## src/rtl/mul_pkg.sv

```systemverilog
// Shared definitions for the multi-cycle multiply unit: FSM states, operand
// width and the decoder opcodes that select signed or unsigned operation.
package mul_pkg;

    localparam int unsigned MUL_W = 32;

    typedef enum logic [1:0] {
        ST_IDLE = 2'd0,
        ST_CALC = 2'd1,
        ST_FIX  = 2'd2,
        ST_DONE = 2'd3
    } mul_state_e;

    // Execute-stage opcodes; the decoder turns these into is_signed.
    localparam logic [1:0] OP_MUL  = 2'd0;
    localparam logic [1:0] OP_MULS = 2'd1;

    function automatic logic op_is_signed(input logic [1:0] op);
        return (op == OP_MULS) && (op != OP_MUL);
    endfunction

endpackage

```

## src/rtl/mul_shift_add_dp.sv

```systemverilog
// Radix-2 shift-add datapath: holds |A| and the {carry, hi, lo} accumulator,
// loads operand magnitudes on load and performs one add/shift per step.
module mul_shift_add_dp #(
    parameter int unsigned WIDTH = 32
) (
    input  logic                 clk,
    input  logic                 rst_n,
    input  logic                 load,
    input  logic                 step,
    input  logic                 add,
    input  logic                 is_signed,
    input  logic [WIDTH-1:0]     multiplicand,
    input  logic [WIDTH-1:0]     multiplier,
    output logic                 lsb,
    output logic [2*WIDTH-1:0]   acc_prod
);

    localparam int unsigned ACC_W = 2 * WIDTH + 1;

    logic [WIDTH-1:0] mcand_q, mcand_d;
    logic [ACC_W-1:0] acc_q, acc_d;
    logic [WIDTH-1:0] mag_a, mag_b;
    logic [WIDTH:0]   sum;

    // Operand magnitudes; the most negative value maps onto itself as unsigned.
    always_comb begin
        mag_a = multiplicand;
        mag_b = multiplier;
        if (is_signed && multiplicand[WIDTH-1]) begin
            mag_a = ~multiplicand + WIDTH'(1);
        end
        if (is_signed && multiplier[WIDTH-1]) begin
            mag_b = ~multiplier + WIDTH'(1);
        end
    end

    always_comb begin
        mcand_d = mcand_q;
        acc_d   = acc_q;
        sum     = {acc_q[ACC_W-1], acc_q[2*WIDTH-1:WIDTH]}
                + (add ? {1'b0, mcand_q} : {(WIDTH+1){1'b0}});
        if (load) begin
            mcand_d = mag_a;
            acc_d   = {1'b0, {WIDTH{1'b0}}, mag_b};
        end else if (step) begin
            acc_d   = {1'b0, sum, acc_q[WIDTH-1:1]};
        end
    end

    always_ff @(posedge clk) begin
        if (!rst_n) begin
            mcand_q <= '0;
            acc_q   <= '0;
        end else begin
            mcand_q <= mcand_d;
            acc_q   <= acc_d;
        end
    end

    assign lsb      = acc_q[0];
    assign acc_prod = acc_q[2*WIDTH-1:0];

endmodule

```

## src/rtl/mul_sequencer.sv

```systemverilog
// Multi-cycle multiply controller: sequences WIDTH shift-add steps, applies
// sign correction and returns a registered product with a one-cycle done.
module mul_sequencer
    import mul_pkg::*;
#(
    parameter int unsigned WIDTH = MUL_W
) (
    input  logic                 clk,
    input  logic                 rst_n,
    input  logic                 start,
    input  logic                 is_signed,
    input  logic [WIDTH-1:0]     multiplicand,
    input  logic [WIDTH-1:0]     multiplier,
    input  logic                 abort,
    output logic                 busy,
    output logic                 done,
    output logic [2*WIDTH-1:0]   product
);

    localparam int unsigned PW    = 2 * WIDTH;
    localparam int unsigned CNT_W = $clog2(WIDTH + 1);
    localparam logic [CNT_W-1:0] LAST_STEP = CNT_W'(WIDTH - 1);

    mul_state_e       state_q, state_d;
    logic [CNT_W-1:0] cnt_q, cnt_d;
    logic             neg_q, neg_d;
    logic             busy_q, busy_d;
    logic             done_q, done_d;
    logic [PW-1:0]    product_q, product_d;

    logic             load_c, step_c, add_c;
    logic             lsb;
    logic [PW-1:0]    acc_prod;

    mul_shift_add_dp #(
        .WIDTH (WIDTH)
    ) u_dp (
        .clk          (clk),
        .rst_n        (rst_n),
        .load         (load_c),
        .step         (step_c),
        .add          (add_c),
        .is_signed    (is_signed),
        .multiplicand (multiplicand),
        .multiplier   (multiplier),
        .lsb          (lsb),
        .acc_prod     (acc_prod)
    );

    always_comb begin
        state_d   = state_q;
        cnt_d     = cnt_q;
        neg_d     = neg_q;
        product_d = product_q;
        load_c    = 1'b0;
        step_c    = 1'b0;

        unique case (state_q)
            ST_IDLE, ST_DONE: begin
                // abort only matters in DONE, where it beats a same-cycle start
                if (state_q == ST_DONE && abort) begin
                    state_d = ST_IDLE;
                end else if (start) begin
                    load_c  = 1'b1;
                    neg_d   = is_signed & (multiplicand[WIDTH-1] ^ multiplier[WIDTH-1]);
                    cnt_d   = '0;
                    state_d = ST_CALC;
                end else begin
                    state_d = ST_IDLE;
                end
            end
            ST_CALC: begin
                if (abort) begin
                    state_d = ST_IDLE;
                end else begin
                    step_c = 1'b1;
                    cnt_d  = cnt_q + CNT_W'(1);
                    if (cnt_q == LAST_STEP) begin
                        state_d = ST_FIX;
                    end
                end
            end
            ST_FIX: begin
                if (abort) begin
                    state_d = ST_IDLE;
                end else begin
                    product_d = neg_q ? (~acc_prod + PW'(1)) : acc_prod;
                    state_d   = ST_DONE;
                end
            end
            default: begin
                state_d = ST_IDLE;
            end
        endcase

        add_c  = step_c & lsb;
        busy_d = (state_d == ST_CALC) || (state_d == ST_FIX);
        done_d = (state_q == ST_FIX) && (state_d == ST_DONE);
    end

    always_ff @(posedge clk) begin
        if (!rst_n) begin
            state_q   <= ST_IDLE;
            cnt_q     <= '0;
            neg_q     <= 1'b0;
            busy_q    <= 1'b0;
            done_q    <= 1'b0;
            product_q <= '0;
        end else begin
            state_q   <= state_d;
            cnt_q     <= cnt_d;
            neg_q     <= neg_d;
            busy_q    <= busy_d;
            done_q    <= done_d;
            product_q <= product_d;
        end
    end

    assign busy    = busy_q;
    assign done    = done_q;
    assign product = product_q;

endmodule
```

## config.mk

```make
export PLATFORM = sky130hd
export DESIGN_NAME = mul_sequencer
export DESIGN_NICKNAME = d
export VERILOG_FILES = /design/src/rtl/mul_pkg.sv /design/src/rtl/mul_shift_add_dp.sv /design/src/rtl/mul_sequencer.sv
export SDC_FILE = /design/constraint.sdc
export NUM_CORES = 1
export LEC_CHECK = 0
export ABC_AREA = 1
export CAP_MARGIN = 20
export CORE_MARGIN = 8
export CORE_UTILIZATION = 30
export CTS_BUF_LIST = sky130_fd_sc_hd__clkbuf_8
export DETAILED_ROUTE_END_ITERATION = 16
export PLACE_DENSITY = 0.54
export SLEW_MARGIN = 20
export SYNTH_ARGS = -nofsm -noshare
export SYNTH_HDL_FRONTEND = slang
export SYNTH_HIERARCHICAL = 1
export SYNTH_SLANG_ARGS = --single-unit
export TNS_END_PERCENT = 30
```

## constraint.sdc

```tcl
create_clock -name clk -period 4.67 [get_ports clk]
set_clock_uncertainty 0.1 [all_clocks]
set_input_delay 0.7005 -clock clk [delete_from_list [all_inputs] [get_ports clk]]
set_output_delay 0.7005 -clock clk [all_outputs]
set_load 0.02 [all_outputs]
```

# Yosys cells after proc, flatten, opt, wreduce, memory -nomap -nowiden
# Index checks and enable logic that the tools add are counted.
[totals]
register_bits = 171
in_bits = 69
output_inout_bits = 66
elab_cells = 67
[op_classes]
add_sub_neg = 5
n_eq_ne = 10
n_mux = 21
bitwise = 9
n_reduce_logical = 13
[ops]
columns = ["op", "n"]
rows = [
  ["$mux W32", 5],
  ["$add A32 B1 Y32 const B", 2],
  ["$add A64 B1 Y64 const B", 1],
  ["$mux W64", 1],
  ["$not A32 Y32", 2],
  ["$not A64 Y64", 1],
  ["$add A32 B32 Y33", 1],
  ["$mux W6", 3],
  ["$pmux W6 S2", 1],
  ["$eq A2 B2 Y1 const B", 4],
  ["$mux W1", 7],
  ["$add A6 B1 Y6 const B", 1],
  ["$eq A6 B5 Y1 const B", 1],
  ["$mux W2", 3],
  ["$ne A2 B2 Y1 const B", 3],
  ["$pmux W2 S3", 1],
  ["$eq A2 B1 Y1 const B", 2],
  ["$logic_and A1 B1 Y1", 4],
  ["$reduce_and A4 Y1", 1],
  ["$reduce_bool A2 Y1", 2],
  ["$reduce_or A2 Y1", 2],
  ["$not A1 Y1", 3],
  ["$reduce_and A3 Y1", 1],
  ["$and A1 B1 Y1", 2],
  ["4 further kinds", 4],
]

# Logic depth before layout (Yosys ltp)
# Gate-level depths: netlist (run 1).
[depth]
ltp_word = 7
depth_mapped = 21
mapped_depth_nobuf = 20

# By module
# The synthesis (run 1) kept the hierarchy.
[by_module_without_submodules]
columns = ["mod", "n_inst", "cells_per_inst", "area_each_um2", "seq_area_each_um2"]
rows = [
  ["mul_shift_add_dp", 1, 1416, 8074.0, 1921.8],
  ["mul_sequencer", 1, 851, 5053.6, 1501.4],
]

# Least setup slack after synthesis (run 1)
# Ideal clock, no wire load.
[synth_timing]
path_kind = "in2reg"
from = "input abort"
to = "register u_dp.acc_q[61]"
setup_ns = 0.109
arrival_time_ns = 2.583
t_required_ns = 4.461
path_slack_ns = 1.878
cell_stages = 19
path_buffers = 1
cell_sequence = "inv_1 -> nand2_1 -> nor2_1 -> clkbuf_1 -> nand2_1 -> inv_1 -> ha_1 -> fa_1 -> nand3_1 -> nand3_2 -> nand2_1 -> nand2_1 -> nand3_1 -> nand2_1 -> nand2_1 -> nand3_1 -> nand3_1 -> nand2_1 -> inv_1"
[synth_between]
elab_chain_len = 5
elab_cells_between_ends = 9
classes_between = "1 x add/sub; 5 x mux; 1 x bitwise; 2 x reduce/logical"
[synth_rtl]
columns = ["element", "line", "text"]
rows = [
  ["from (decl)", "mul_sequencer.sv:14", "input logic abort,"],
  ["$mux W1", "mul_sequencer.sv:73", "if (abort) begin"],
  ["$mux W1", "mul_sequencer.sv:58", "unique case (state_q)"],
  ["$and A1 B1 Y1", "mul_sequencer.sv:96", "add_c = step_c & lsb;"],
  ["net add_c", "mul_sequencer.sv:31", "logic load_c, step_c, add_c;"],
  ["$mux W32", "mul_shift_add_dp.sv:41", "+ (add ? {1'b0, mcand_q} : {(WIDTH+1){1'b0}});"],
  ["$add A32 B32 Y33", "mul_shift_add_dp.sv:41", ""],
  ["to (signal assigned)", "mul_shift_add_dp.sv:53", "acc_q <= '0;"],
  ["to (signal assigned)", "mul_shift_add_dp.sv:56", "acc_q <= acc_d;"],
  ["to (decl)", "mul_shift_add_dp.sv:21", "logic [ACC_W-1:0] acc_q, acc_d;"],
]
# The timed path passes the listed nets, and every way through them passes these cells.
# A chain may end at the register's enable or synchronous reset.

# Worst setup path after layout (run 1)
# Same ends and word-level chain as after synthesis.

==> results of run 1 <==
metrics by stage:
| stage | hold slack, ns | util | instances |
|---|---|---|---|
| 4_1_cts | 0.365 | 0.356 | 2960 |
| 3_3_place_gp | 0.341 | 0.347 | 2928 |
| 5_1_grt | 0.382 | 0.357 | 2961 |
| 2_1_floorplan | 0.326 | - | 2267 |
| 6_report | 0.362 | 0.357 | 2962 |
| 3_5_place_dp | 0.348 | 0.347 | 2928 |
logic make-up (layout without fill, tap and decap cells):
kind of cell / count (synthesis) / count (layout)
simple gates: 1340 / 1340
buf+inv: 363 / 472
compound gates: 288 / 288
flops: 171 / 171
xor+xnor: 64 / 64
fa+ha+maj: 41 / 41
other cells: 0 / 1
metal layers:
| layer | track usage | part of all wire | wire length (microns) |
|---|---|---|---|
| met4 | 0.0476 | 0.018 | 805 |
| met5 | 0 | 0 | 0 |
| met1 | 0.250 | 0.49 | 22200 |
| met3 | 0.0277 | 0.054 | 2430 |
| met2 | 0.282 | 0.44 | 19800 |
worst min-delay path, cell delays in order (launching register included):
cell,delay [ns]
dfxtp_1,0.32
nand2_1,0.06
nand2_1,0.04
placed cells by master, fill, tap and decap left out, drive strengths merged, types with 2 or more instances in the layout:
master         instances
nor3                  21
nand3                165
o211ai                 2
buf                   14
nor2                 390
nand4                 25
a21oi                120
dfxtp                171
clkbuf                21
ha                    40
a32o                   3
or2                    2
clkdlybuf4s50        133
o21bai                 8
xnor2                 10
nand3b                 9
clkinvlp               5
nand2                722
clkinv                 4
and2                   3
o221ai                 4
a31oi                  3
xor2                  54
nor4                   2
o21ai                142
a21o                   3
inv                  294
final timing paths:
check | to | slack, ns | depth (start not counted)
setup / recovery | u_dp/acc_q[61] | 1.36 | 21
hold / removal | u_dp/mcand_q[28] | 0.36 | 2
setup reg to reg | u_dp/acc_q[61] | 1.50 | 21
hold reg to reg | u_dp/mcand_q[28] | 0.36 | 2
where the power goes:
part           leakage, nW  internal (mW)  total [mW]  switching, mW
clock network        0.190          0.474        1.05          0.579
registers             1.39           1.52        1.62          0.101
logic                 5.95          0.308       0.886          0.579
total                 7.53           2.30        3.56           1.26
area by class of cell:
class,count,area share
diodes,1,0.000163
clock buffers,21,0.0188
clock inverters,11,0.00626
inverters,293,0.0717
multi-input cells,1733,0.539
flip-flops and latches,171,0.222
well taps,585,0.0475
repair buffers,147,0.0944
sequential cells by signal (all words and copies together) (netlist names):
signal / cells
neg_q: 1
busy: 1
state_q: 2
u_dp/acc_q: 64
product: 64
u_dp/mcand_q: 32
done: 1
cnt_q: 6
Yosys cell counts, types with 17 or more instances:
master	instances
dfxtp_1	171
nand4_1	25
nor2_2	19
o21ai_0	118
nand2_1	705
a21oi_1	118
xor2_1	54
inv_1	283
nor2_1	364
nor3_1	17
nand3_1	157
ha_1	40
clkbuf_1	45
==> results.md, run 1 <==
Synthesis:
- The sequential fraction of the synthesis area is 0.261.
- The post-synthesis simple-gate area fraction is 0.428.
- dfxtp_1 takes more of the synthesized area than any other cell.
- The complex-gate fraction of the synthesized area is 0.120.
- The post-synth net total is 2377.
- The share of flip-flops with an asynchronous set or reset is 0.
- Synthesis inferred 171 register bits.
- The synthesized area divided by synthesized cell count is 5.79 sq um.
- The fraction of the mapped netlist area in adder cells is 0.0396.
- The number of enable-type register cells in the synthesized netlist is 0.
- In the post-synthesis netlist, the biggest area contributors are dfxtp_1 (26%), nand2_1 (20%), nor2_1 (10%).
- Of the post-synthesis cell area, the part taken by muxes is 0.
- The largest family of logic cells by synthesized area is simple AND/OR/NAND/NOR gates.
- The cell area after technology mapping is 0.0131 sq mm.
- The count of mapped cells out of synthesis is 2267.
- The count of unique library cells instantiated by Yosys is 49.
- The most used flip-flop cell after synthesis is dfxtp_1.
- The area share of the largest cell type after synthesis is 0.261.
- The synthesized-area fraction occupied by xor and xnor cells is 0.0427.
- The number of synthesis warnings is 6.

Setup path:
- The count of buffering cells on the critical path with inverters included is 5.
- The critical path's top delay family is simple AND/OR/NAND/NOR gates.
- Data on the critical path is required at its endpoint by 4.98 ns.
- The type of element launching the critical path is an input port.
- The startpoint identified for the worst register-to-register timing path is state_q[1].
- By startpoint and endpoint, the worst setup path is classified as in -> reg.
- Data on the critical path arrives at its endpoint at 3.62 ns.
- For this design, the slowest cell found on the critical path is clkdlybuf4s50_1.
- The worst stage delay on the critical path is 0.56 ns.
- The timing startpoint of the critical path is abort.
- The critical path goes through clkdlybuf4s50_1, inv_1, nand2_1, nor2_2, buf_4, nand2_1, inv_1, ha_1, fa_1, nand3_1, nand3_2, nand2_1, nand2_1, nand3_1, nand2_1, nand2_1, nand2_1, nand2_1, nand3_1, nand2_1, inv_1.
- The most numerous cell type found on the critical path is nand2_1.
- The type of destination of the critical path is a flop.
- In this run the worst path has a maximum fanout of 32.

GRT:
- The first global-routing pass estimated 72300 microns of wire.
- The total global routing overflow is 0.
- The number of antenna violations at the first check in global routing is 0.
- Entering global routing, the biggest net connects 64 pins.
- The number of global-route vias before repair is 13400.
- For this run, the total global-route usage over all layers was measured as 0.179.

STA:
- The relative slew slack is 0.357.
- The count of final max-slew check failures was 0.
- The total negative slack for setup checks is 0 ns.
- Counting I/O delays and the setup requirement, the final critical path takes 3.31 ns.
- For the pin with the worst max-slew slack, the measured transition is 0.963 ns.
- The final count of hold timing violations came to 0.
- Timing would allow up to 302 MHz.
- Of the available clock period, the critical path in the final layout requires 0.710.
- Setup repair after global routing left no endpoint under its margin.
- In the post-route analysis, the smallest setup slack over all paths is 1.36 ns.
- Setup violations remaining at the end of the flow were counted as 0.

Pwr:
- Power spread over the standard cell area amounts to 231 mW/mm^2.
- For this design the static power due to leakage is 7.53 nW.
- Total power for the finished layout comes to 3.56 mW.
- The maximum ir drop on the vdd rail is 0.106 mV.

Clock network:
- The number of buffers created by CTS is 17.
- The root buffer cell chosen for the clock tree is clkbuf_8.
- TritonCTS built the clock tree.
- The number of setup buffers added after CTS is 0.
- The insertion delay of the later-clocked pin in the worst-skew pair is 0.50 ns.
- Hold repair after CTS inserted 0 buffers.
- The number of clock sinks is 171.
- In this run the deepest clock path goes through 2 buffers.
- The number of H-tree levels is 4.
- Post-CTS repair changed the size of 0 cells.
- After clock tree synthesis, the clock-pin slew on the worst setup and hold paths is 0.10 ns.

Place:
- The pre-CTS setup slack is 0.856 ns.
- The placer's final routability congestion estimate is 0.912.
- The half-perimeter wire length after detailed placement is 36300 microns.
- Buffers placed on the I/O ports in this run total 134.
- The total placed instance area is 0.0150 sq mm.

Die:
- 135 I/O pins were placed.
- The die span in x is 225 microns.
- The number of rows in the core area is 76.
- From bottom edge to top edge, the die measures 225 microns.
- After floorplanning, the core was sized to cover 0.0432 sq mm.
- The floorplan step defined a die boundary enclosing 0.0507 sq mm.
- The initial utilization of the core area, before any placement, comes to 0.304.

Routing:
- The via count is 14000.
- The total routed wirelength is 45200 microns.
- The mean routed wirelength per cell is 15.3 microns.
- The first-pass iteration count of the detailed router is 6.
- After detailed routing, the number of vias per cell comes to 4.71.
- After detailed routing, the number of remaining DRC violations is 0.
- The count of nets left with antenna violations once routing finished came out at 0.
- The number of violations reported at the end of detailed-routing iteration 0 is 1113.

Min path:
- The hold path startpoint is u_dp/mcand_q[28].
- The path class of the tightest hold or removal check is reg -> reg.

Cells and area:
- The sequential cell area is 0.00342 sq mm.
- In the final layout, the multi-input gates occupy 0.00830 sq mm.
- Fill cells in the final layout number 4865.
- In the final layout, the share of cells above drive strength 1 is 0.0522.
- After routing the design area is 0.0154 sq mm.
- The final layout net count is 2473.
- Relative to the synthesized area, the layout overhead comes to 17.3%.

Run status:
- The flow ran to the end, and the final reports show no timing, DRC or antenna violations.

Job:
- Max-cap violations in this run came to 0.
No activity file was read; power rests on OpenSTA's default activity.
==> run 2, diff against run 1 <==
- clock period: 4.67 -> 3.1 ns (I/O delays scaled with it)
==> results.md, run 2 (same netlist as run 1, synthesis figures left out) <==
STA:
- Setup repair after global routing missed its margin: false (unchanged).
- The final hold slack is 0.262 ns (was 0.362 ns).
- The final count of hold timing violations was 0 (unchanged).
- The post-route worst setup slack is 0.171 ns (was 1.36 ns).
- Based on the critical path, the design can be clocked at up to 341 MHz.
- The actual transition at the worst max-transition pin is 0.809 ns (was 0.963 ns).
- The total of endpoints with negative setup slack in the final report is 0 (unchanged).
- The post-layout minimum cycle time is 2.93 ns.
- The count of final max-slew check failures is 0 (unchanged).
- The relative slew slack is 0.461 (was 0.357).
- The total negative slack for setup checks is 0 ns (unchanged).
- Of the available clock period, the critical path in the final layout requires 0.945.

Die:
- The core footprint is 0.0432 sq mm (unchanged).
- The height of the chip was 225 microns (unchanged).
- The number of top-level pins came to 135 (unchanged).
- The number of rows in the core area is 76 (unchanged).
- The effective utilization at floorplan came to 0.304 (unchanged).
- The die area is 0.0507 sq mm (unchanged).
- The die span in x was 225 microns (unchanged).

Clock network:
- The insertion delay of the later-clocked pin in the worst-skew pair is 0.50 ns (about the same).
- The clock slew at the register clock pins of the worst setup and hold paths is 0.10 ns (about the same).
- The post-cts hold buffer count is 0 (unchanged).
- The total setup buffers inserted after CTS was 0 (unchanged).
- The number of buffers created by CTS is 17 (unchanged).
- The number of clock sinks came to 171 (unchanged).
- The clock root buffer is clkbuf_8 (unchanged).
- The maximum clock insertion buffer count is 2 (unchanged).
- The number of H-tree levels was 4 (unchanged).
- The clock tree from TritonCTS is built (unchanged).

Routing:
- The first-pass iteration count of the detailed router is 6 (unchanged).
- The antenna violation net count after detailed routing is 0 (unchanged).
- The ratio of routed vias to standard cells is 4.73 (was 4.71).
- The detailed-route DRC error count is 0 (unchanged).
- The number of violations reported at the end of detailed-routing iteration 0 is 1121 (was 1113).
- The mean routed wirelength per cell is 15.3 microns (about the same).
- The total routed wirelength is 46400 microns (was 45200 microns).
- The via count is 14300 (was 14000).

Pwr:
- The switching part of the total is 0.371 (was 0.353).
- The total power consumption of the routed design is 5.33 mW (was 3.56 mW).
- The internal power is 3.35 mW (was 2.30 mW).
- The leakage component of the power is 7.90 nW (was 7.53 nW).
- The maximum ir drop on the vdd rail is 0.228 mV (was 0.106 mV).
- The areal power density over the cells is 334 mW/mm^2 (was 231 mW/mm^2).
- The proportion of power drawn by flip-flops and latches is 0.458 (was 0.455).
- The clock network power share came to 0.282 (was 0.296).
- The net switching component of the power was 1.98 mW (was 1.26 mW).
- The combinational share of power is 0.260 (was 0.249).

Setup path:
- The worst path required time was 3.40 ns (was 4.98 ns).
- The critical path's top delay family is simple AND/OR/NAND/NOR gates (unchanged).
- The count of buffering cells on the critical path with inverters included is 5 (unchanged).
- The critical path arrival is 3.23 ns (was 3.62 ns).
- The type of destination of the critical path is a flop (unchanged).
- The worst stage delay on the critical path came to 0.35 ns (was 0.56 ns).
- Cell-by-cell trace of the critical path: inv_1, ha_1, nand2_4, nor2_4, buf_12, nand2_1, inv_1, ha_1, nand2_1, nor2_2, buf_4, nand2_1, nor4_4, nand2_2, nand3_1, nand3_1, nand2_1, inv_1 (was clkdlybuf4s50_1, inv_1, nand2_1, nor2_2, buf_4, nand2_1, inv_1, ha_1, fa_1, nand3_1, nand3_2, nand2_1, nand2_1, nand3_1, nand2_1, nand2_1, nand2_1, nand2_1, nand3_1, nand2_1, inv_1).
- The most prevalent standard cell on the critical path is nand2_1 (unchanged).
- The cell with the biggest individual delay on the critical path is dfxtp_2 (was clkdlybuf4s50_1).
- The worst setup path category is reg -> reg (was in -> reg).
- The type of element launching the critical path is a flop (was input port).
- The largest fanout on the critical path is 15 (was 32).

GRT:
- The number of global-route vias before repair is 13500 (was 13400).
- The global-route usage over all layers was 0.181 (was 0.179).
- The first-pass GRT wire length is 73200 microns (was 72300 microns).
- The maximum number of pins on one net before global-route repair came to 84 (was 64).
- The total global routing overflow came to 0 (unchanged).
- The number of antenna violations at the first check in global routing is 0 (unchanged).

Cells and area:
- The area occupied by multi-input gates is 0.00835 sq mm (was 0.00830 sq mm).
- Commonest non-fill, non-tap cells in the layout: nand2_1 (702), nor2_1 (361), inv_1 (283) (was nand2_1 (705), nor2_1 (362), inv_1 (284)).
- The leading cell type in the layout, fill and taps excluded was nand2_1 (unchanged).
- The final layout net count was 2544 (was 2473).
- The sequential cell area is 0.00343 sq mm (was 0.00342 sq mm).
- The layout-stage area growth over the synthesis result is 21.6% (was 17.3%).
- The final antenna diode count was 0 (was 1).
- The proportion of layout cells with a drive suffix above 1 is 0.0838 (was 0.0522).
- The number of fill cells in the layout is 4846 (was 4865).

Place:
- The half-perimeter wire length after detailed placement was 37700 microns (was 36300 microns).
- The count of port buffers added during placement came to 134 (unchanged).
- The placer's final routability congestion estimate came to 0.960 (was 0.912).
- The pre-CTS setup slack was -0.505 ns (was 0.856 ns).

Run status:
- Status: complete, no violations (unchanged).

Job:
- The number of maximum-capacitance constraint violations was 0 (unchanged).

Min path:
- The type of the most critical hold path is in -> reg (was reg -> reg).
run 2: worst paths after layout:
kind | from | endpoint | slack, ns | depth (start not counted)
max | state_q[1] | u_dp/acc_q[58] | 0.17 | 18
min | rst_n | product[49] | 0.26 | 3
max reg2reg | state_q[1] | u_dp/acc_q[58] | 0.17 | 18
min reg2reg | u_dp/mcand_q[17] | u_dp/mcand_q[17] | 0.36 | 2
run 2: worst min-delay path, stage by stage:
cell and delay, ns:
buf_2 0.20, o21ai_0 0.11, a21oi_1 0.04
run 2: power by group through the flow:
stage               clock network (mW)  logic, mW  registers (mW)
floorplan                            0      0.938            2.42
global placement                     0       1.36            2.49
detailed placement                   0       1.37            2.49
CTS                               1.57       1.38            2.44
global route                      1.65       1.55            2.46
finish                            1.50       1.39            2.44
run 2: what timing repair did:
item | in CTS | in global routing
cloned | 0 | 0
endpoints found under the setup margin | 1 | 21
gates resized for setup | 1 | 11
pin swaps | 0 | 2
run 2: final cells by class:
class                      instances  share of cell area
multi-input combinational       1733               0.523
sequential                       171               0.215
timing repair buffer             218               0.125
inverter                         293              0.0692
tap                              585              0.0459
clock buffer                      17              0.0147
clock inverter                    15             0.00729
run 2: metal layers:
| layer | vias to the layer above | global-route usage | part of all wire |
|---|---|---|---|
| met5 | - | 0 | 0 |
| met3 | 49 | 0.0278 | 0.051 |
| met4 | 0 | 0.0457 | 0.019 |
| li1 | 7450 | - | - |
| met2 | 377 | 0.288 | 0.44 |
| met1 | 6456 | 0.252 | 0.49 |
run 2: stage by stage:
| stage | std cells | cell area [sq um] | util |
|---|---|---|---|
| after detailed placement | 2999 | 15500 | 0.360 |
| after CTS | 3031 | 15900 | 0.368 |
| after global routing | 3032 | 16000 | 0.370 |
| after floorplan | 2267 | 13100 | - |
| after global placement | 2999 | 15500 | 0.360 |
| final | 3032 | 16000 | 0.370 |
==> run 3, diff against run 2 <==
- CTS_CLUSTER_DIAMETER: unset -> 50
- GPL_TIMING_DRIVEN: unset -> 0
==> results.md, run 3 (same netlist as run 1, synthesis figures left out) <==
STA:
- The post-layout minimum cycle time came to 2.95 ns (was 2.93 ns).
- The relative slew slack came to 0.559 (was 0.461).
- The actual transition at the worst max-transition pin was 0.660 ns (was 0.809 ns).
- The total of endpoints with negative setup slack in the final report is 0 (unchanged).
- The maximum achievable frequency is 339 MHz (was 341 MHz).
- The count of final max-slew check failures is 0 (unchanged).
- The post-route worst setup slack is 0.149 ns (was 0.171 ns).
- The final count of hold timing violations is 0 (unchanged).
- The fraction of the cycle the final worst path needs is 0.952 (was 0.945).
- Setup repair after global routing missed its margin: true (was false).

Cells and area:
- The layout-stage area growth over the synthesis result is 19.3% (was 21.6%).
- The leading cell type in the layout, fill and taps excluded is nand2_1 (unchanged).
- The proportion of layout cells with a drive suffix above 1 is 0.0617 (was 0.0838).
- The final antenna diode count came to 0 (unchanged).
- Commonest non-fill, non-tap cells in the layout: nand2_1 (700), nor2_1 (362), inv_1 (283) (was nand2_1 (702), nor2_1 (361), inv_1 (283)).
- The final layout net count is 2530 (was 2544).

Die:
- The die span in x is 225 microns (unchanged).
- The effective utilization at floorplan is 0.304 (unchanged).
- The die area is 0.0507 sq mm (unchanged).
- The number of rows in the core area came to 76 (unchanged).
- The core footprint came to 0.0432 sq mm (unchanged).
- The height of the chip is 225 microns (unchanged).
- The number of top-level pins is 135 (unchanged).

Clock network:
- The maximum clock insertion buffer count is 2 (unchanged).
- The number of clock sinks came to 171 (unchanged).
- The insertion delay of the later-clocked pin in the worst-skew pair is 0.52 ns (was 0.50 ns).
- The clock slew at the register clock pins of the worst setup and hold paths is 0.11 ns (was 0.10 ns).
- The clock root buffer is clkbuf_8 (unchanged).
- The number of H-tree levels is 4 (unchanged).
- The number of buffers created by CTS is 17 (unchanged).
- The clock tree from TritonCTS is built (unchanged).
- The total setup buffers inserted after CTS is 0 (unchanged).

Setup path:
- The cell with the biggest individual delay on the critical path is dfxtp_1 (was dfxtp_2).
- The worst setup path category is reg -> reg (unchanged).
- The count of buffering cells on the critical path with inverters included came to 4 (was 5).
- The critical path's top delay family is simple AND/OR/NAND/NOR gates (unchanged).
- The largest fanout on the critical path is 10 (was 15).
- The worst stage delay on the critical path is 0.34 ns (was 0.35 ns).
- The type of destination of the critical path is a flop (unchanged).
- The most prevalent standard cell on the critical path is nand2_1 (unchanged).
- The type of element launching the critical path is a flop (unchanged).
- The critical path arrival is 3.25 ns (was 3.23 ns).
- The worst path required time is 3.40 ns (about the same).
- Cell-by-cell trace of the critical path: inv_1, ha_2, nand2_4, nor2_4, buf_4, nand2_1, inv_1, ha_2, fa_2, nand3_1, nand3_2, nand2_1, nand2_1, nand3_1, nand2_2, nand2_1, nand3_1, nand3_1, nand2_1, inv_1 (was inv_1, ha_1, nand2_4, nor2_4, buf_12, nand2_1, inv_1, ha_1, nand2_1, nor2_2, buf_4, nand2_1, nor4_4, nand2_2, nand3_1, nand3_1, nand2_1, inv_1).

Routing:
- The detailed-route DRC error count came to 0 (unchanged).
- The ratio of routed vias to standard cells is 4.72 (was 4.73).
- The mean routed wirelength per cell was 16.0 microns (was 15.3 microns).
- The total routed wirelength is 48200 microns (was 46400 microns).
- The antenna violation net count after detailed routing came to 0 (unchanged).
- The first-pass iteration count of the detailed router is 6 (unchanged).
- The number of violations reported at the end of detailed-routing iteration 0 is 1024 (was 1121).
- The via count came to 14200 (was 14300).

GRT:
- The number of global-route vias before repair came to 13800 (was 13500).
- The global-route usage over all layers was 0.188 (was 0.181).
- The maximum number of pins on one net before global-route repair is 18 (was 84).
- The first-pass GRT wire length was 75800 microns (was 73200 microns).
- The number of antenna violations at the first check in global routing is 0 (unchanged).
- The total global routing overflow came to 0 (unchanged).

Place:
- The count of port buffers added during placement came to 134 (unchanged).
- The placer's final routability congestion estimate was 0.952 (was 0.960).
- The pre-CTS setup slack came to -0.854 ns (was -0.505 ns).
- The half-perimeter wire length after detailed placement is 40200 microns (was 37700 microns).

Job:
- The number of maximum-capacitance constraint violations came to 0 (unchanged).

Pwr:
- The total power consumption of the routed design is 5.47 mW (was 5.33 mW).
- The areal power density over the cells is 349 mW/mm^2 (was 334 mW/mm^2).
- The leakage component of the power is 7.64 nW (was 7.90 nW).
- The maximum ir drop on the vdd rail is 0.250 mV (was 0.228 mV).

Min path:
- The type of the most critical hold path is reg -> reg (was in -> reg).

Run status:
- Status: complete, no violations (unchanged).
## run 3: final timing paths
| check | start | slack, ns | end | cells past startpoint |
|---|---|---|---|---|
| setup / recovery | state_q[1] | 0.15 | u_dp/acc_q[53] | 20 |
| hold / removal | u_dp/mcand_q[24] | 0.36 | u_dp/mcand_q[24] | 2 |
| setup reg to reg | state_q[1] | 0.15 | u_dp/acc_q[53] | 20 |
| hold reg to reg | u_dp/mcand_q[24] | 0.36 | u_dp/mcand_q[24] | 2 |
## run 3: what timing repair did
action,CTS,global route
pin swaps,0,1
gates resized for setup,9,21
endpoints found under the setup margin,28,27
gates cloned,0,0
hold buffers,0,0
## run 3: cell type report
| cell class | instances | area, sq um |
|---|---|---|
| Buffer | 70 | 330 |
| Clock buffer | 17 | 234 |
| Clock inverter | 15 | 156 |
| Fill cell | 4863 | 27500 |
| Inverter | 293 | 1100 |
| Multi-Input combinational cell | 1733 | 8340 |
| Sequential cell | 171 | 3420 |
| Tap cell | 585 | 732 |
| Timing Repair Buffer | 134 | 1340 |
## run 3: layer usage
metal	vias to the layer above	global-route usage	share of wire
met5	-	0	0
met1	6373	0.251	0.48
met2	356	0.311	0.45
met3	60	0.0288	0.047
li1	7442	-	-
met4	0	0.0564	0.023
## run 3: power breakdown
part | internal (mW) | total, mW | switching [mW]
Combinational | 0.477 | 1.41 | 0.930
Clock | 0.662 | 1.64 | 0.974
Sequential | 2.29 | 2.43 | 0.136
## run 3: stage by stage
| step | setup TNS [ns] | instance area, sq um | hold WS (ns) | instances | utilization |
|---|---|---|---|---|---|
| 2_1_floorplan | 0 | 13100 | 0.326 | 2267 | - |
| 3_3_place_gp | -18.12 | 15200 | 0.341 | 2986 | 0.352 |
| 3_5_place_dp | -18.71 | 15200 | 0.343 | 2986 | 0.352 |
| 4_1_cts | 0 | 15600 | 0.363 | 3018 | 0.362 |
| 5_1_grt | -0.0284 | 15700 | 0.372 | 3018 | 0.363 |
| 6_report | 0 | 15700 | 0.359 | 3018 | 0.363 |
## run 3: worst register-to-register path, stage by stage, from the launching register on
cell,delay (ns)
dfxtp_1,0.34
inv_1,0.08
ha_2,0.23
nand2_4,0.11
nor2_4,0.18
buf_4,0.21
nand2_1,0.07
inv_1,0.07
ha_2,0.22
fa_2,0.25
nand3_1,0.10
nand3_2,0.12
nand2_1,0.06
nand2_1,0.10
nand3_1,0.09
nand2_2,0.13
nand2_1,0.09
nand3_1,0.07
nand3_1,0.08
nand2_1,0.09
inv_1,0.04
==> patch 1, RTL diff (flow settings as in run 2) <==
Take the reset off `product_q` and load it in a clocked block of its own.
--- a/src/rtl/mul_sequencer.sv
+++ b/src/rtl/mul_sequencer.sv
@@ -107,3 +107,2 @@
             done_q    <= 1'b0;
-            product_q <= '0;
         end else begin
@@ -114,4 +113,7 @@
             done_q    <= done_d;
-            product_q <= product_d;
         end
+    end
+
+    always_ff @(posedge clk) begin
+        product_q <= product_d;
     end
Formal check against the unedited RTL: no difference found for any inputs over 10 cycles, from zero or initial values and one cycle with rst_n low; that may be too few to reach the edited logic, so the function may still have changed.
==> patch 1 against run 2 <==
  * Final cell count down 7.7%
  * Routed wire length fell by 8.7%
  * Total power increased by 8.7%
  * Synthesized cell count down 9.3%
  * Design area shrank 1.3%
  * Worst setup slack better by 0.12 ns
  * Hold slack gained 0.10 ns
  * Sequential cell count stayed put
  * Synthesized area down 1.9%
  * Largest power group unchanged
  * Fmax is 4.2% higher
  * Critical path type unchanged
  * Largest cell class unchanged
==> patch 1: results (changes against run 2) <==
stage,metric,value,unit,change
synthesis,Yosys warnings,6,,unchanged
synthesis,post-synthesis sequential area ratio,0.315,,+0.0547
detailed_routing,DRT Wirelength,42300,µm,-8.7%
synthesis,largest cells by area after synthesis,"nand2_1 (21%), dfxtp_1 (17%), edfxtp_1 (15%)",,
detailed_routing,met1 WL,20600,µm,-9.9%
place,gpl congestion,0.874,,-8.9%
setup_path,"setup slack, reg-to-reg",0.29,ns,+0.12 ns
power_and_ir_drop,internal power,0.00364,W,+8.5%
synthesis,syn_nets,2167,,-8.8%
global_route,global-route wire length before repair,67700,µm,-7.5%
global_route,gr usage total,0.169,,-0.0116
setup_path,crit path DAT,3.13,ns,-0.10 ns
global_route,met1 usage,0.232,,-0.0201
clock_network,clock latency on the worst-skew pair,0.52,ns,+0.02 ns
cells_and_area,share of cells above drive strength 1,0.0901,,+0.00633
min_path,hold path start,cnt_q[4]$_SDFFE_PN0P_,,
global_route,met3 Resource Use GR,0.0285,,+0.000650
synthesis,"Primary FF master, synth",dfxtp_1,,
clock_network,CTS resizes,0,,-1
setup_path,CP Capture Point,u_dp/acc_q[54]$_SDFFE_PP0P_,,
outcome,status,finished clean,,
detailed_routing,via count,13000,,-9.0%
power_and_ir_drop,power share of the clock group,0.292,,+0.010
power_and_ir_drop,leakage power,7.78,nW,-1.5%
place,Area after DPL,15300,µm²,-1.4%
detailed_routing,Pre-Repair DR Iteration Count,6,,unchanged
detailed_routing,WL met3,2160,µm,-8.7%
detailed_routing,Routed met2 length,19000,µm,-6.6%
place,DP Worst Slack,-0.157,ns,+0.348 ns
setup_path,R2R cell count,20,,+2
timing,Fmax,356,MHz,+4.2%
detailed_routing,DRT iter0 DRCs,991,,-12%
synthesis,"EDFF count, synth",64,,+64
place,Final HPWL DP,34500,µm,-8.5%
power_and_ir_drop,Flop pwr share,0.449,,-0.009
power_and_ir_drop,Max VDD drop,260,µV,+14%
global_route,largest net degree at the start of global routing,65,,-23%
min_path,Worst Hold Depth,2,,-1
synthesis,Synth Instances,2057,,-9.3%
setup_path,critical path peak fanout,8,,-7
cells_and_area,Final nets,2350,,-7.6%
timing,WHS,0.365,ns,+0.103 ns
cells_and_area,Non-Filler Instances,2799,,-7.7%
power_and_ir_drop,Seq group,0.00260,W,+7%
min_path,Hold Path Class,reg2reg,,
timing,Slew @ Worst Pin,0.629,ns,-0.180 ns
patch 1: cells by family after synthesis:
group	synth area share
and+or+nand+nor	0.407
buffers and inverters	0.0951
AOI/OAI and AO/OA	0.0921
DFF	0.315
xor gates and xnor gates	0.0496
adders and majority gates	0.0404
patch 1: critical path: stages, from the launching register on:
cell,delay [ns]
dfxtp_1,0.36
inv_1,0.07
ha_2,0.19
nand2_1,0.16
nor2_4,0.07
buf_4,0.16
nand2_1,0.06
inv_1,0.04
ha_1,0.36
nand2_1,0.09
buf_4,0.14
nor2_1,0.08
nand2_1,0.06
nand2_1,0.13
nand3_1,0.10
nand2_1,0.15
nand2_1,0.09
nand3_1,0.08
nand3_1,0.11
nand2_1,0.08
inv_1,0.03
patch 1: area by class of cell:
type / instances / area, µm²
tap: 546 / 683
clock inverter: 15 / 184
sequential: 171 / 4070
clock buffer: 17 / 234
timing repair buffer: 213 / 1980
multi-input combinational: 1572 / 7610
fill: 4628 / 26900
inverter: 265 / 995
==> patch 2, RTL diff (config.mk and constraints of run 2) <==
Made on the original files. Change the package constant `MUL_W` from 32 to 16.
--- a/src/rtl/mul_pkg.sv
+++ b/src/rtl/mul_pkg.sv
@@ -4,3 +4,3 @@
 
-    localparam int unsigned MUL_W = 32;
+    localparam int unsigned MUL_W = 16;
 
Ports: changed (resized multiplicand, multiplier and product); port bits go from 135 to 71. No check against the original RTL was run, so the function may have changed too.
==> patch 2 against run 2 <==
  * Routed wire length down 63%
  * Die area down 49%
  * Total power down 47%
  * Largest cell class unchanged
  * Non-clock buffer count down 136
  * Sequential share of layout area up 2.3 points
  * Synthesized area down 52%
  * Sequential cell count down 81
  * Design area down 52%
  * Via count down 57%
  * Global-route usage down 4.6 points
  * Worst setup slack better by 0.22 ns
  * Highest routed layer unchanged
==> patch 2: results (changes against run 2) <==
stage,metric,value,unit,change
global_route,gr usage total,0.135,,-0.0461
synthesis,Synth Area in Adders,0.0524,,+0.0127
min_path,hold path start,u_dp/mcand_q[4]$_SDFFE_PN0P_,,
synthesis,Yosys cell types,43,,-12%
setup_path,"setup slack, reg-to-reg",0.39,ns,+0.22 ns
power_and_ir_drop,PD cells,376,nW/µm²,+12%
detailed_routing,DRT Wirelength,17300,µm,-63%
timing,WHS,0.359,ns,+0.0973 ns
synthesis,post-synthesis sequential area ratio,0.284,,+0.0228
synthesis,Compound-Gate Fraction of Synth Area,0.133,,+0.0121
timing,post-route setup TNS,0,ns,unchanged
timing,Slew HR,0.472,,+0.0114
cells_and_area,Final nets,1153,,-55%
detailed_routing,Routed met2 length,6980,µm,-66%
global_route,met3 Resource Use GR,0.0311,,+0.00320
setup_path,R2R cell count,18,,unchanged
detailed_routing,WL met3,934,µm,-60%
setup_path,CP Capture Point,u_dp/acc_q[30]$_SDFFE_PP0P_,,
setup_path,crit path DAT,2.90,ns,-0.33 ns
place,Final HPWL DP,13700,µm,-64%
detailed_routing,Top Metal Used,met4,,
global_route,met1 usage,0.193,,-0.0593
clock_network,CTS resizes,0,,-1
global_route,met2 usage,0.196,,-0.0918
clock_network,cts bufs inserted,9,,-8
detailed_routing,via count,6194,,-57%
synthesis,synth cell count leaders,"nand2_1 (307), inv_1 (125), nor2_1 (118), dfxtp_1 (90), nand3_1 (70)",,
min_path,worst hold path endpoint,u_dp/mcand_q[4]$_SDFFE_PN0P_,,
clock_network,H-tree depth,3,,-1
cells_and_area,Non-Filler Instances,1370,,-55%
place,Port-buffer cells,70,,-48%
global_route,global-route wire length before repair,29200,µm,-60%
place,gpl congestion,0.882,,-8.2%
synthesis,most used standard cell by instance count after synthesis,nand2_1,,
cells_and_area,# fillers,2326,,-52%
synthesis,largest cells by area after synthesis,"dfxtp_1 (28%), nand2_1 (18%), inv_1 (7.4%)",,
min_path,Worst Hold Depth,2,,-1
timing,Final Cycle Share,0.874,,-0.0703
detailed_routing,met1 WL,9110,µm,-60%
synthesis,Mean Syn Cell Area,6.18,µm²,+6.7%
min_path,Hold Path Class,reg2reg,,
clock_network,clock latency on the worst-skew pair,0.39,ns,-0.11 ns
detailed_routing,DRT iter0 DRCs,355,,-68%
detailed_routing,Pre-Repair DR Iteration Count,5,,-1
power_and_ir_drop,Max VDD drop,160,µV,-30%
global_route,vias in the first global route,5916,,-56%
synthesis,syn_nets,1091,,-54%
clock_network,Worst-path clk slew,0.09,ns,
place,Area after DPL,7340,µm²,-53%
place,DP Worst Slack,0.0650,ns,+0.570 ns
synthesis,xor and xnor area share after synthesis,0.0414,,-0.00134
power_and_ir_drop,leakage power,3.75,nW,-52%
cells_and_area,Inserted Diodes,0,,unchanged
outcome,status,finished clean,,
cells_and_area,share of cells above drive strength 1,0.0849,,+0.00116
global_route,largest net degree at the start of global routing,50,,-40%
==> patch 2: cell type report <==
type                    instances  area share
multi-input cells             763       0.507
flip-flops and latches         90       0.237
repair buffers                 82       0.106
inverters                     144      0.0715
well taps                     275      0.0453
clock buffers                  10      0.0181
clock inverters                 6      0.0147
==> patch 2: worst max-delay path: stages (launching register included) <==
cell	delay [ns]
dfxtp_1	0.35
inv_1	0.06
ha_1	0.23
nand2_1	0.15
nor2_1	0.19
buf_4	0.24
nand2_1	0.08
inv_1	0.05
ha_1	0.26
a21oi_1	0.17
nand2_1	0.11
nand3_1	0.08
nand2_1	0.13
nand2_1	0.11
nand2_1	0.05
nand2_1	0.06
nand3_1	0.06
nand2_1	0.07
inv_1	0.03
==> patch 2: where the power goes <==
part | switching, W | internal, W
logic | 0.000358 | 0.000220
registers | 0.0000591 | 0.00120
clock network | 0.000457 | 0.000559
total | 0.000874 | 0.00198
